## src/rtl/decade_tick_scheduler.sv

```systemverilog
`timescale 1ns/1ps
// Single-clock decade divider: cascaded mod-10 digits produce one-cycle enables and
// square waves for run-time selectable channels, with glitch-free reconfiguration.
module decade_tick_scheduler #(
  parameter int NUM_CH  = 4,
  parameter int DECADES = 7
) (
  input  logic               CLOCK_10MHz,
  input  logic               RESET,
  input  logic               START,
  input  logic               STOP,
  input  logic               CLEAR,
  input  logic               CFG_VALID,
  output logic               CFG_READY,
  input  logic [2:0]         CFG_CH,
  input  logic [2:0]         CFG_SEL,
  output logic               RUNNING,
  output logic [DECADES-1:0] DEC_TICK,
  output logic [NUM_CH-1:0]  TICK,
  output logic [NUM_CH-1:0]  SQ,
  output logic [NUM_CH-1:0]  CFG_PENDING
);

  typedef enum logic {ST_IDLE = 1'b0, ST_RUN = 1'b1} state_e;

  state_e             state_q;
  logic [3:0]         digit_q  [DECADES];
  logic [3:0]         digit_d  [DECADES];
  logic [DECADES-1:0] all_nines;
  logic [DECADES-1:0] dec_tick_q, dec_tick_d;
  logic [2:0]         sel_q    [NUM_CH];
  logic [2:0]         sel_d    [NUM_CH];
  logic [2:0]         shadow_q [NUM_CH];
  logic [2:0]         shadow_d [NUM_CH];
  logic [NUM_CH-1:0]  pending_q, pending_d;
  logic [NUM_CH-1:0]  sq_q, sq_d;
  logic [NUM_CH-1:0]  ch_hit, apply, accept;
  logic               count_en;
  logic [2:0]         cfg_sel_clean;

  assign count_en = (state_q == ST_RUN) && !CLEAR;

  // all_nines[k]: digits 0..k are all 9, i.e. stage k is about to wrap.
  always_comb begin
    for (int k = 0; k < DECADES; k++) begin
      all_nines[k] = 1'b1;
      for (int j = 0; j <= k; j++)
        if (digit_q[j] != 4'd9) all_nines[k] = 1'b0;
    end
  end

  always_comb begin
    logic carry;
    // NOTE: every output of a combinational block gets a default first, so no path infers a latch.
    carry = 1'b1;
    for (int k = 0; k < DECADES; k++) digit_d[k] = digit_q[k];
    if (CLEAR) begin
      for (int k = 0; k < DECADES; k++) digit_d[k] = 4'd0;
    end else if (state_q == ST_RUN) begin
      for (int k = 0; k < DECADES; k++) begin
        if (carry) digit_d[k] = (digit_q[k] == 4'd9) ? 4'd0 : digit_q[k] + 4'd1;
        carry = carry && (digit_q[k] == 4'd9);
      end
    end
  end

  assign dec_tick_d = count_en ? all_nines : '0;

  always_comb begin
    TICK = '0;
    for (int ch = 0; ch < NUM_CH; ch++)
      for (int k = 0; k < DECADES; k++)
        if (sel_q[ch] == 3'(k + 1)) TICK[ch] = dec_tick_q[k];
  end

  // Out-of-range selects collapse to "off" rather than indexing past the chain.
  assign cfg_sel_clean = (int'(CFG_SEL) > DECADES) ? 3'd0 : CFG_SEL;

  always_comb begin
    for (int ch = 0; ch < NUM_CH; ch++) begin
      ch_hit[ch] = (CFG_CH == 3'(ch));
      apply[ch]  = pending_q[ch] &&
                   (TICK[ch] || (sel_q[ch] == 3'd0) || (state_q == ST_IDLE) || CLEAR);
    end
  end

  assign CFG_READY = !(CFG_VALID && |(ch_hit & apply));
  assign accept    = {NUM_CH{CFG_VALID && CFG_READY}} & ch_hit;

  // A shadow is applied at the end of the tick cycle, so the old-rate tick still goes out.
  always_comb begin
    for (int ch = 0; ch < NUM_CH; ch++) begin
      sel_d[ch]     = sel_q[ch];
      shadow_d[ch]  = shadow_q[ch];
      pending_d[ch] = pending_q[ch];
      if (apply[ch]) begin
        sel_d[ch]     = shadow_q[ch];
        pending_d[ch] = 1'b0;
      end
      if (accept[ch]) begin
        shadow_d[ch]  = cfg_sel_clean;
        pending_d[ch] = 1'b1;
      end
      sq_d[ch] = 1'b0;
      for (int k = 0; k < DECADES; k++)
        if (sel_d[ch] == 3'(k + 1)) sq_d[ch] = (digit_d[k] >= 4'd5);
    end
  end

  // STOP wins over a simultaneous START.
  always_ff @(posedge CLOCK_10MHz or posedge RESET) begin
    if (RESET) begin
      state_q <= ST_IDLE;
    end else begin
      case (state_q)
        ST_IDLE: if (START && !STOP) state_q <= ST_RUN;
        ST_RUN:  if (STOP)           state_q <= ST_IDLE;
        default:                     state_q <= ST_IDLE;
      endcase
    end
  end

  always_ff @(posedge CLOCK_10MHz or posedge RESET) begin
    if (RESET) begin
      // NOTE: the digit and select arrays are plain flops, not RAM, so they take the async reset.
      for (int k = 0; k < DECADES; k++) digit_q[k] <= 4'd0;
      for (int ch = 0; ch < NUM_CH; ch++) begin
        sel_q[ch]    <= 3'd0;
        shadow_q[ch] <= 3'd0;
      end
      dec_tick_q <= '0;
      pending_q  <= '0;
      sq_q       <= '0;
    end else begin
      // NOTE: sequential state is written only with non-blocking assignments.
      for (int k = 0; k < DECADES; k++) digit_q[k] <= digit_d[k];
      for (int ch = 0; ch < NUM_CH; ch++) begin
        sel_q[ch]    <= sel_d[ch];
        shadow_q[ch] <= shadow_d[ch];
      end
      dec_tick_q <= dec_tick_d;
      pending_q  <= pending_d;
      sq_q       <= sq_d;
    end
  end

  assign RUNNING     = (state_q == ST_RUN);
  assign DEC_TICK    = dec_tick_q;
  assign SQ          = sq_q;
  assign CFG_PENDING = pending_q;

endmodule
```

## config.mk

```make
export PLATFORM = sky130hd
export DESIGN_NAME = decade_tick_scheduler
export DESIGN_NICKNAME = d
export VERILOG_FILES = /design/src/rtl/decade_tick_scheduler.sv
export SDC_FILE = /design/constraint.sdc
export NUM_CORES = 1
export LEC_CHECK = 0
export BUFFER_PORTS_ARGS = -buffer_cell sky130_fd_sc_hd__buf_4
export CORE_ASPECT_RATIO = 1.4
export CORE_UTILIZATION = 36
export DETAILED_ROUTE_END_ITERATION = 12
export GPL_ROUTABILITY_DRIVEN = 0
export HOLD_SLACK_MARGIN = 0.02
export PLACE_DENSITY = 0.54
export SYNTH_ARGS = -nofsm -noshare
export SYNTH_HDL_FRONTEND = slang
export SYNTH_SLANG_ARGS = --single-unit
```

## constraint.sdc

```tcl
create_clock -name CLOCK_10MHz -period 2.6 [get_ports CLOCK_10MHz]
set_input_delay 0.13 -clock CLOCK_10MHz [delete_from_list [all_inputs] [get_ports CLOCK_10MHz]]
set_output_delay 0.13 -clock CLOCK_10MHz [all_outputs]
set_load 0.02 [all_outputs]
```

==> results of run 1 <==
## area by class of cell
cell class	instances	share of cell area (%)
timing repair buffer	59	9.29
multi-input combinational	336	46.2
inverter	20	1.47
clock buffer	11	4.74
clock inverter	4	1.44
tap	144	3.52
sequential	68	33.3
## registers in the layout, summed over array words and instances, names as in the netlist
name / count
sel_q: 12
SQ: 4
RUNNING: 1
shadow_q: 12
DEC_TICK: 7
CFG_PENDING: 4
digit_q: 28
## routing by layer
metal	part of all wire (%)	up-vias
met5	0	-
met4	2.6	0
met3	2.7	18
met2	54	76
met1	41	1692
li1	-	1723
## power breakdown
part	internal (mW)	switching, mW	total (mW)
Combinational	0.414	0.494	0.907
Sequential	1.19	0.204	1.40
Clock	0.860	0.438	1.30
Total	2.47	1.14	3.60
## cell usage after synthesis (all sizes together) (7+ instances only)
library cell,n,area share [%]
dfrtp,68,41
nor2,63,5.7
o21ai,35,4.2
a21oi,24,2.9
nand2,24,2.2
inv,20,1.8
mux2,18,4.9
mux2i,16,3.8
nand3,14,1.7
nor3,14,1.9
nor2b,13,1.9
clkbuf,12,1.1
buf,9,1.0
xnor2,9,1.9
o211ai,8,1.4
a22oi,7,1.4
## worst min path at each step
stage,startpoint,to,slack (ns),cells after the start
after floorplan,STOP,RUNNING,0.20,1
after global placement,RESET,RUNNING,0.22,2
after detailed placement,RESET,RUNNING,0.22,2
after CTS,CLEAR,DEC_TICK[0],0.07,2
after global routing,CLEAR,DEC_TICK[0],0.07,2
final,CLEAR,DEC_TICK[0],0.08,2
## cell families after synthesis
logic type      after synthesis
xor+xnor                     12
flops                        68
simple gates                166
mux                          39
compound gates              119
buf+inv                      41
## worst register-to-register path, cell delays in order (launching register included)
cell and delay (ns):
dfrtp_1 0.38, buf_4 0.16, mux2_1 0.35, a221oi_4 0.41, o21a_1 0.22, o31ai_1 0.09, nor2_1 0.28, mux2i_1 0.24
o22a_1 0.15, o21ai_1 0.07
## through the flow
step                      hold WS (ns)  cells  cell area (sq um)  power (mW)  utilization (%)
after floorplan                  0.196    445               4180        2.01                -
after global placement           0.216    624               4710        2.25             41.6
after detailed placement         0.216    624               4710        2.26             41.6
after CTS                       0.0677    642               5080        3.61             44.8
after global routing            0.0654    642               5120        3.81             45.1
final                           0.0788    642               5120        3.60             45.1
## timing repair
item / CTS / global route
hold endpoints to repair: 23 / 0
gates resized for setup: 3 / 7
pin swaps: 0 / 1
hold buffers: 3 / 0
endpoints found under the setup margin: 5 / 7
==> metrics.txt, run 1 <==
status finished, final reports clean; die height 129 um; Hold/Removal Path Class in2reg; setup TNS 0 ns; Nets 506; Clock Skew 0.00770 ns; syn avg cell area 9.39 sq um; main combinational cell family by area after synthesis simple AND/OR/NAND/NOR gates; P_leak 2.20 nW; clock-pin slew on the worst setup and hold paths 0.05 ns; PortBufs 32; clk buf depth 2; Site Rows 46; M1 GR Usage 21.1%; register area share after synthesis 40.7%; CP most frequent cell buf_4; met3 Use GR 2.93%; Slowest-stage cell, CP dfrtp_1; Synth Cell Area 4180 sq um; total CTS buffers 9; DRC Markers 0; Post-Syn Instances 445; Synth Area in Compound Gates 19.5%; Final Max Slew Viols 0; initial cell density of the core 36.8%; clock sinks 68; Slew headroom 62.7%; Max Fanout on Critical Path 9; drt first pass iters 4; Root Driver clkbuf_16; Synth Area in Adders 0%; CTS tree done; number of global-route vias before repair 3334; post-synth net total 457; Critical Path Stages 8; Synth Area in Simple Gates 21.9%; Worst Setup SP sel_q[11]; Hold Violations, Final 0; r2r endpoint SQ[2]; xor/xnor cell area share of the yosys netlist 2.52%; predominant post-synthesis flop cell dfrtp_1; reg-to-reg slack, setup 0.11 ns; via count 3509; Worst path max stage delay 0.55 ns; cell family with most CP delay multiplexers; commonest non-fill, non-tap cells in the layout 66 x dfrtp_1, 62 x nor2_1, 54 x buf_4; R2R cell count 9; initial antenna violation count 0; DRT Wirelength 10600 um; setup repair bufs after CTS 0; crit-path cells mux2i_1 > mux4_2 > a21boi_1 > buf_4 > nand2_1 > o21ai_0 > o211ai_1 > buf_4; Worst R2R Start DEC_TICK[5]; final worst slack 0.0942 ns; pre-CTS setup slack -0.109 ns; worst skew pair latency 0.33 ns; IO Pins 33; GRT busiest layer met2; Max Clk Rate 399 MHz; post-synth cell types 68; Layout area overhead 22.5%; Final min period 2.51 ns; Seq. cell area 1700 sq um; pin count of the biggest net entering global routing 47; proportion of synthesized area in mux cells 11.4%; share of post-route cells with drive strength above 1 21.1%; post-route ant nets 0; antenna diode count 0; yosys warns 0; Tightest Pin Transition 0.559 ns; P per Cell Area 704 nW/um^2; Worst Setup Start Kind register; Die W 93.0 um; Via density 5.47; Final setup viols 0; GR Overflow Total 0; Crit. End Element primary output; buffer and inverter count on the worst path 2; RSZ-0062 raised after global routing no; FF+latch count, synth 68; fin crit share 96.4%; Fillers 1066; Worst Path Required 2.47 ns; Critical Path AT 2.38 ns; GRT Overall Usage 18.6%; GR Util met2 34.1%; worst setup path endpoint CFG_READY; peak supply drop 0.000350 V; global-route wire length before repair 17100 um; core area 11300 sq um; H-tree depth 3; die area 12000 sq um; DRT iter0 DRCs 153; FFs w/ async S/R, synth 100%; area occupied by multi-input gates 2360 sq um; WS Path Type reg2out; commonest non-fill, non-tap cell in the layout dfrtp_1; Max Cap Viol 0; EDFF count, synth 0; DP Wirelength 7900 um; drt wl/cell 16.5 um
No activity file was read; power rests on OpenSTA's default activity.
==> run 2, diff against run 1 <==
--- a/config.mk
+++ b/config.mk
@@ -6,12 +6,14 @@
 export NUM_CORES = 1
 export LEC_CHECK = 0
 export BUFFER_PORTS_ARGS = -buffer_cell sky130_fd_sc_hd__buf_4
+export CELL_PAD_IN_SITES_DETAIL_PLACEMENT = 1
+export CELL_PAD_IN_SITES_GLOBAL_PLACEMENT = 2
 export CORE_ASPECT_RATIO = 1.4
 export CORE_UTILIZATION = 36
 export DETAILED_ROUTE_END_ITERATION = 12
 export GPL_ROUTABILITY_DRIVEN = 0
 export HOLD_SLACK_MARGIN = 0.02
-export PLACE_DENSITY = 0.54
+export PLACE_DENSITY = 0.78
 export SYNTH_ARGS = -nofsm -noshare
 export SYNTH_HDL_FRONTEND = slang
 export SYNTH_SLANG_ARGS = --single-unit
==> run 2 against run 1 <==
Clock skew is 0.0017 ns lower. Fmax is 2.3% higher. Count of clock-buffer cells in the layout is 1 lower. Critical endpoint unchanged. Hold slack worse by 0.015 ns. Largest cell class unchanged.
==> metrics.txt, run 2 (synthesis gave the netlist of run 1 again) <==
Largest regs digit_q (28), sel_q (12), shadow_q (12) (unchanged); fin crit share 94.2% (was 96.4%); P per Cell Area 717 nW/um^2 (was 704 nW/um^2); global-route wire length before repair 19300 um (was 17100 um); setup repair bufs after CTS 0 (unchanged); clock-pin slew on the worst setup and hold paths 0.06 ns (was 0.05 ns); drt wl/cell 18.4 um (was 16.5 um); Final setup viols 0 (unchanged); initial antenna violation count 0 (unchanged); Slew headroom 49.2% (was 62.7%); pin count of the biggest net entering global routing 38 (was 47); Via density 5.66 (was 5.47); Clk pwr share 36.8% (was 36.0%); Min-Delay Startpoint CLEAR (unchanged); Clock Skew 0.00598 ns (was 0.00770 ns); hold endpoint digit_q[0] (was DEC_TICK[0]); sw power 1.20 mW (was 1.14 mW); Root Driver clkbuf_16 (unchanged); Worst Setup Start Kind register (unchanged); register with the most flip-flops digit_q (unchanged); commonest non-fill, non-tap cell in the layout dfrtp_1 (unchanged); Crit. End Element primary output (unchanged); Max Cap Viol 0 (unchanged); Final Cell Area 5120 sq um (about the same); dpl cells 623 (was 624); core area 11300 sq um (unchanged); IO Pins 33 (unchanged); P_leak 2.19 nW (was 2.20 nW); DRT Wirelength 11800 um (was 10600 um); H-tree depth 3 (unchanged); via count 3634 (was 3509); r2r endpoint SQ[1] (was SQ[2]); worst skew pair latency 0.34 ns (was 0.33 ns); pre-CTS setup slack -0.0134 ns (was -0.109 ns); Site Rows 46 (unchanged); Layout area overhead 22.6% (was 22.5%); clk buf depth 2 (unchanged); total CTS buffers 9 (unchanged); Hold/Removal Path Class in2reg (unchanged); Die W 93.0 um (unchanged); WS Path Type reg2out (unchanged); die area 12000 sq um (unchanged); Fin Hold WS 0.0641 ns (was 0.0788 ns); Final min period 2.45 ns (was 2.51 ns); Max Fanout on Critical Path 8 (was 9); Worst R2R Start sel_q[7] (was DEC_TICK[5]); die height 129 um (unchanged); Hold Violations, Final 0 (unchanged); Switching Fraction 32.7% (was 31.5%); Placed Area 4690 sq um (was 4710 sq um); number of global-route vias before repair 3871 (was 3334); Cell Count, Final, Fillers Out 642 (unchanged); Nets 505 (was 506); Worst Path Required 2.47 ns (about the same); GR Overflow Total 0 (unchanged); status finished, final reports clean (unchanged); DRC Markers 0 (unchanged); Final Max Slew Viols 0 (unchanged); max FFs per register 28 (unchanged); Tightest Pin Transition 0.762 ns (was 0.559 ns); CTS tree done (unchanged); WHS Path Cells 2 (unchanged); Pint 2.47 mW (about the same); combinational share of power 24.7% (was 25.2%); Critical Path AT 2.32 ns (was 2.38 ns); PortBufs 32 (unchanged); DRT iter0 DRCs 69 (was 153); post-layout util 45.2% (was 45.1%); commonest non-fill, non-tap cells in the layout 64 x dfrtp_1, 61 x nor2_1, 54 x buf_4, 24 x a21oi_1, 24 x nand2_1 (was 66 x dfrtp_1, 62 x nor2_1, 54 x buf_4); R2R cell count 8 (was 9); DP Wirelength 8730 um (was 7900 um); setup TNS 0 ns (unchanged); antenna diode count 0 (unchanged); part of the power in registers 38.4% (was 38.8%); share of post-route cells with drive strength above 1 22.1% (was 21.1%); final worst slack 0.151 ns (was 0.0942 ns); initial cell density of the core 36.8% (unchanged); clock sinks 68 (unchanged); peak supply drop 0.000324 V (was 0.000350 V); reg-to-reg slack, setup 0.16 ns (was 0.11 ns); post-route ant nets 0 (unchanged); Power Total 3.67 mW (was 3.60 mW); GRT Overall Usage 20.8% (was 18.6%); Max Clk Rate 408 MHz (was 399 MHz); drt first pass iters 4 (unchanged)
[run 2: cell count changes in the layout (fill, tap and decap cells not counted), sizes merged]
| cell | before | now |
|---|---|---|
| clkinv | 2 | 4 |
| buf | 56 | 55 |
| clkbuf | 11 | 10 |
[run 2: power by group through the flow]
stage / Sequential (mW) / Clock, mW / Combinational, mW
2_1_floorplan: 1.31 / 0 / 0.703
3_3_place_gp: 1.41 / 0 / 0.834
3_5_place_dp: 1.41 / 0 / 0.852
4_1_cts: 1.41 / 1.38 / 0.883
5_1_grt: 1.44 / 1.42 / 1.00
6_report: 1.41 / 1.35 / 0.908
[run 2: worst max-delay path by stage]
| stage | from | endpoint | slack (ns) | depth (start not counted) |
|---|---|---|---|---|
| final | sel_q[4] | CFG_READY | 0.15 | 7 |
| after global routing | sel_q[7] | CFG_READY | -0.01 | 7 |
| after CTS | sel_q[7] | CFG_READY | 0.01 | 7 |
| after detailed placement | sel_q[4] | SQ[2] | -0.01 | 8 |
| after global placement | sel_q[4] | SQ[2] | 0.04 | 8 |
| after floorplan | RUNNING | SQ[3] | 0.21 | 8 |
[run 2: per-layer routing]
layer	global-route usage [%]	part of all wire (%)	wire, um	vias to the layer above
met2	39.6	54	6450	53
met3	3.76	2.3	277	26
met1	21.7	40	4720	1834
met4	9.68	3.3	391	0
met5	0	0	0	-
li1	-	-	-	1721
[run 2: area by class of cell]
type	count	area, sq um
timing repair buffer	58	455
fill	1270	6220
multi-input combinational	336	2380
clock buffer	10	239
sequential	68	1710
clock inverter	6	87.6
tap	144	180
inverter	20	75.1
[run 2: repair_timing]
action	in CTS	in global routing
pin swaps	0	2
hold buffers	3	0
endpoints found under the setup margin	2	4
gates cloned	0	0
endpoints found under the hold margin	32	0
gates resized for setup	4	11
[run 2: worst max-delay path, stage by stage, from the launching register on]
cell	delay, ns
dfrtp_2	0.46
mux2_1	0.37
a221oi_4	0.40
o21ai_1	0.15
o21ai_1	0.17
o211ai_1	0.14
o211ai_1	0.12
buf_4	0.17
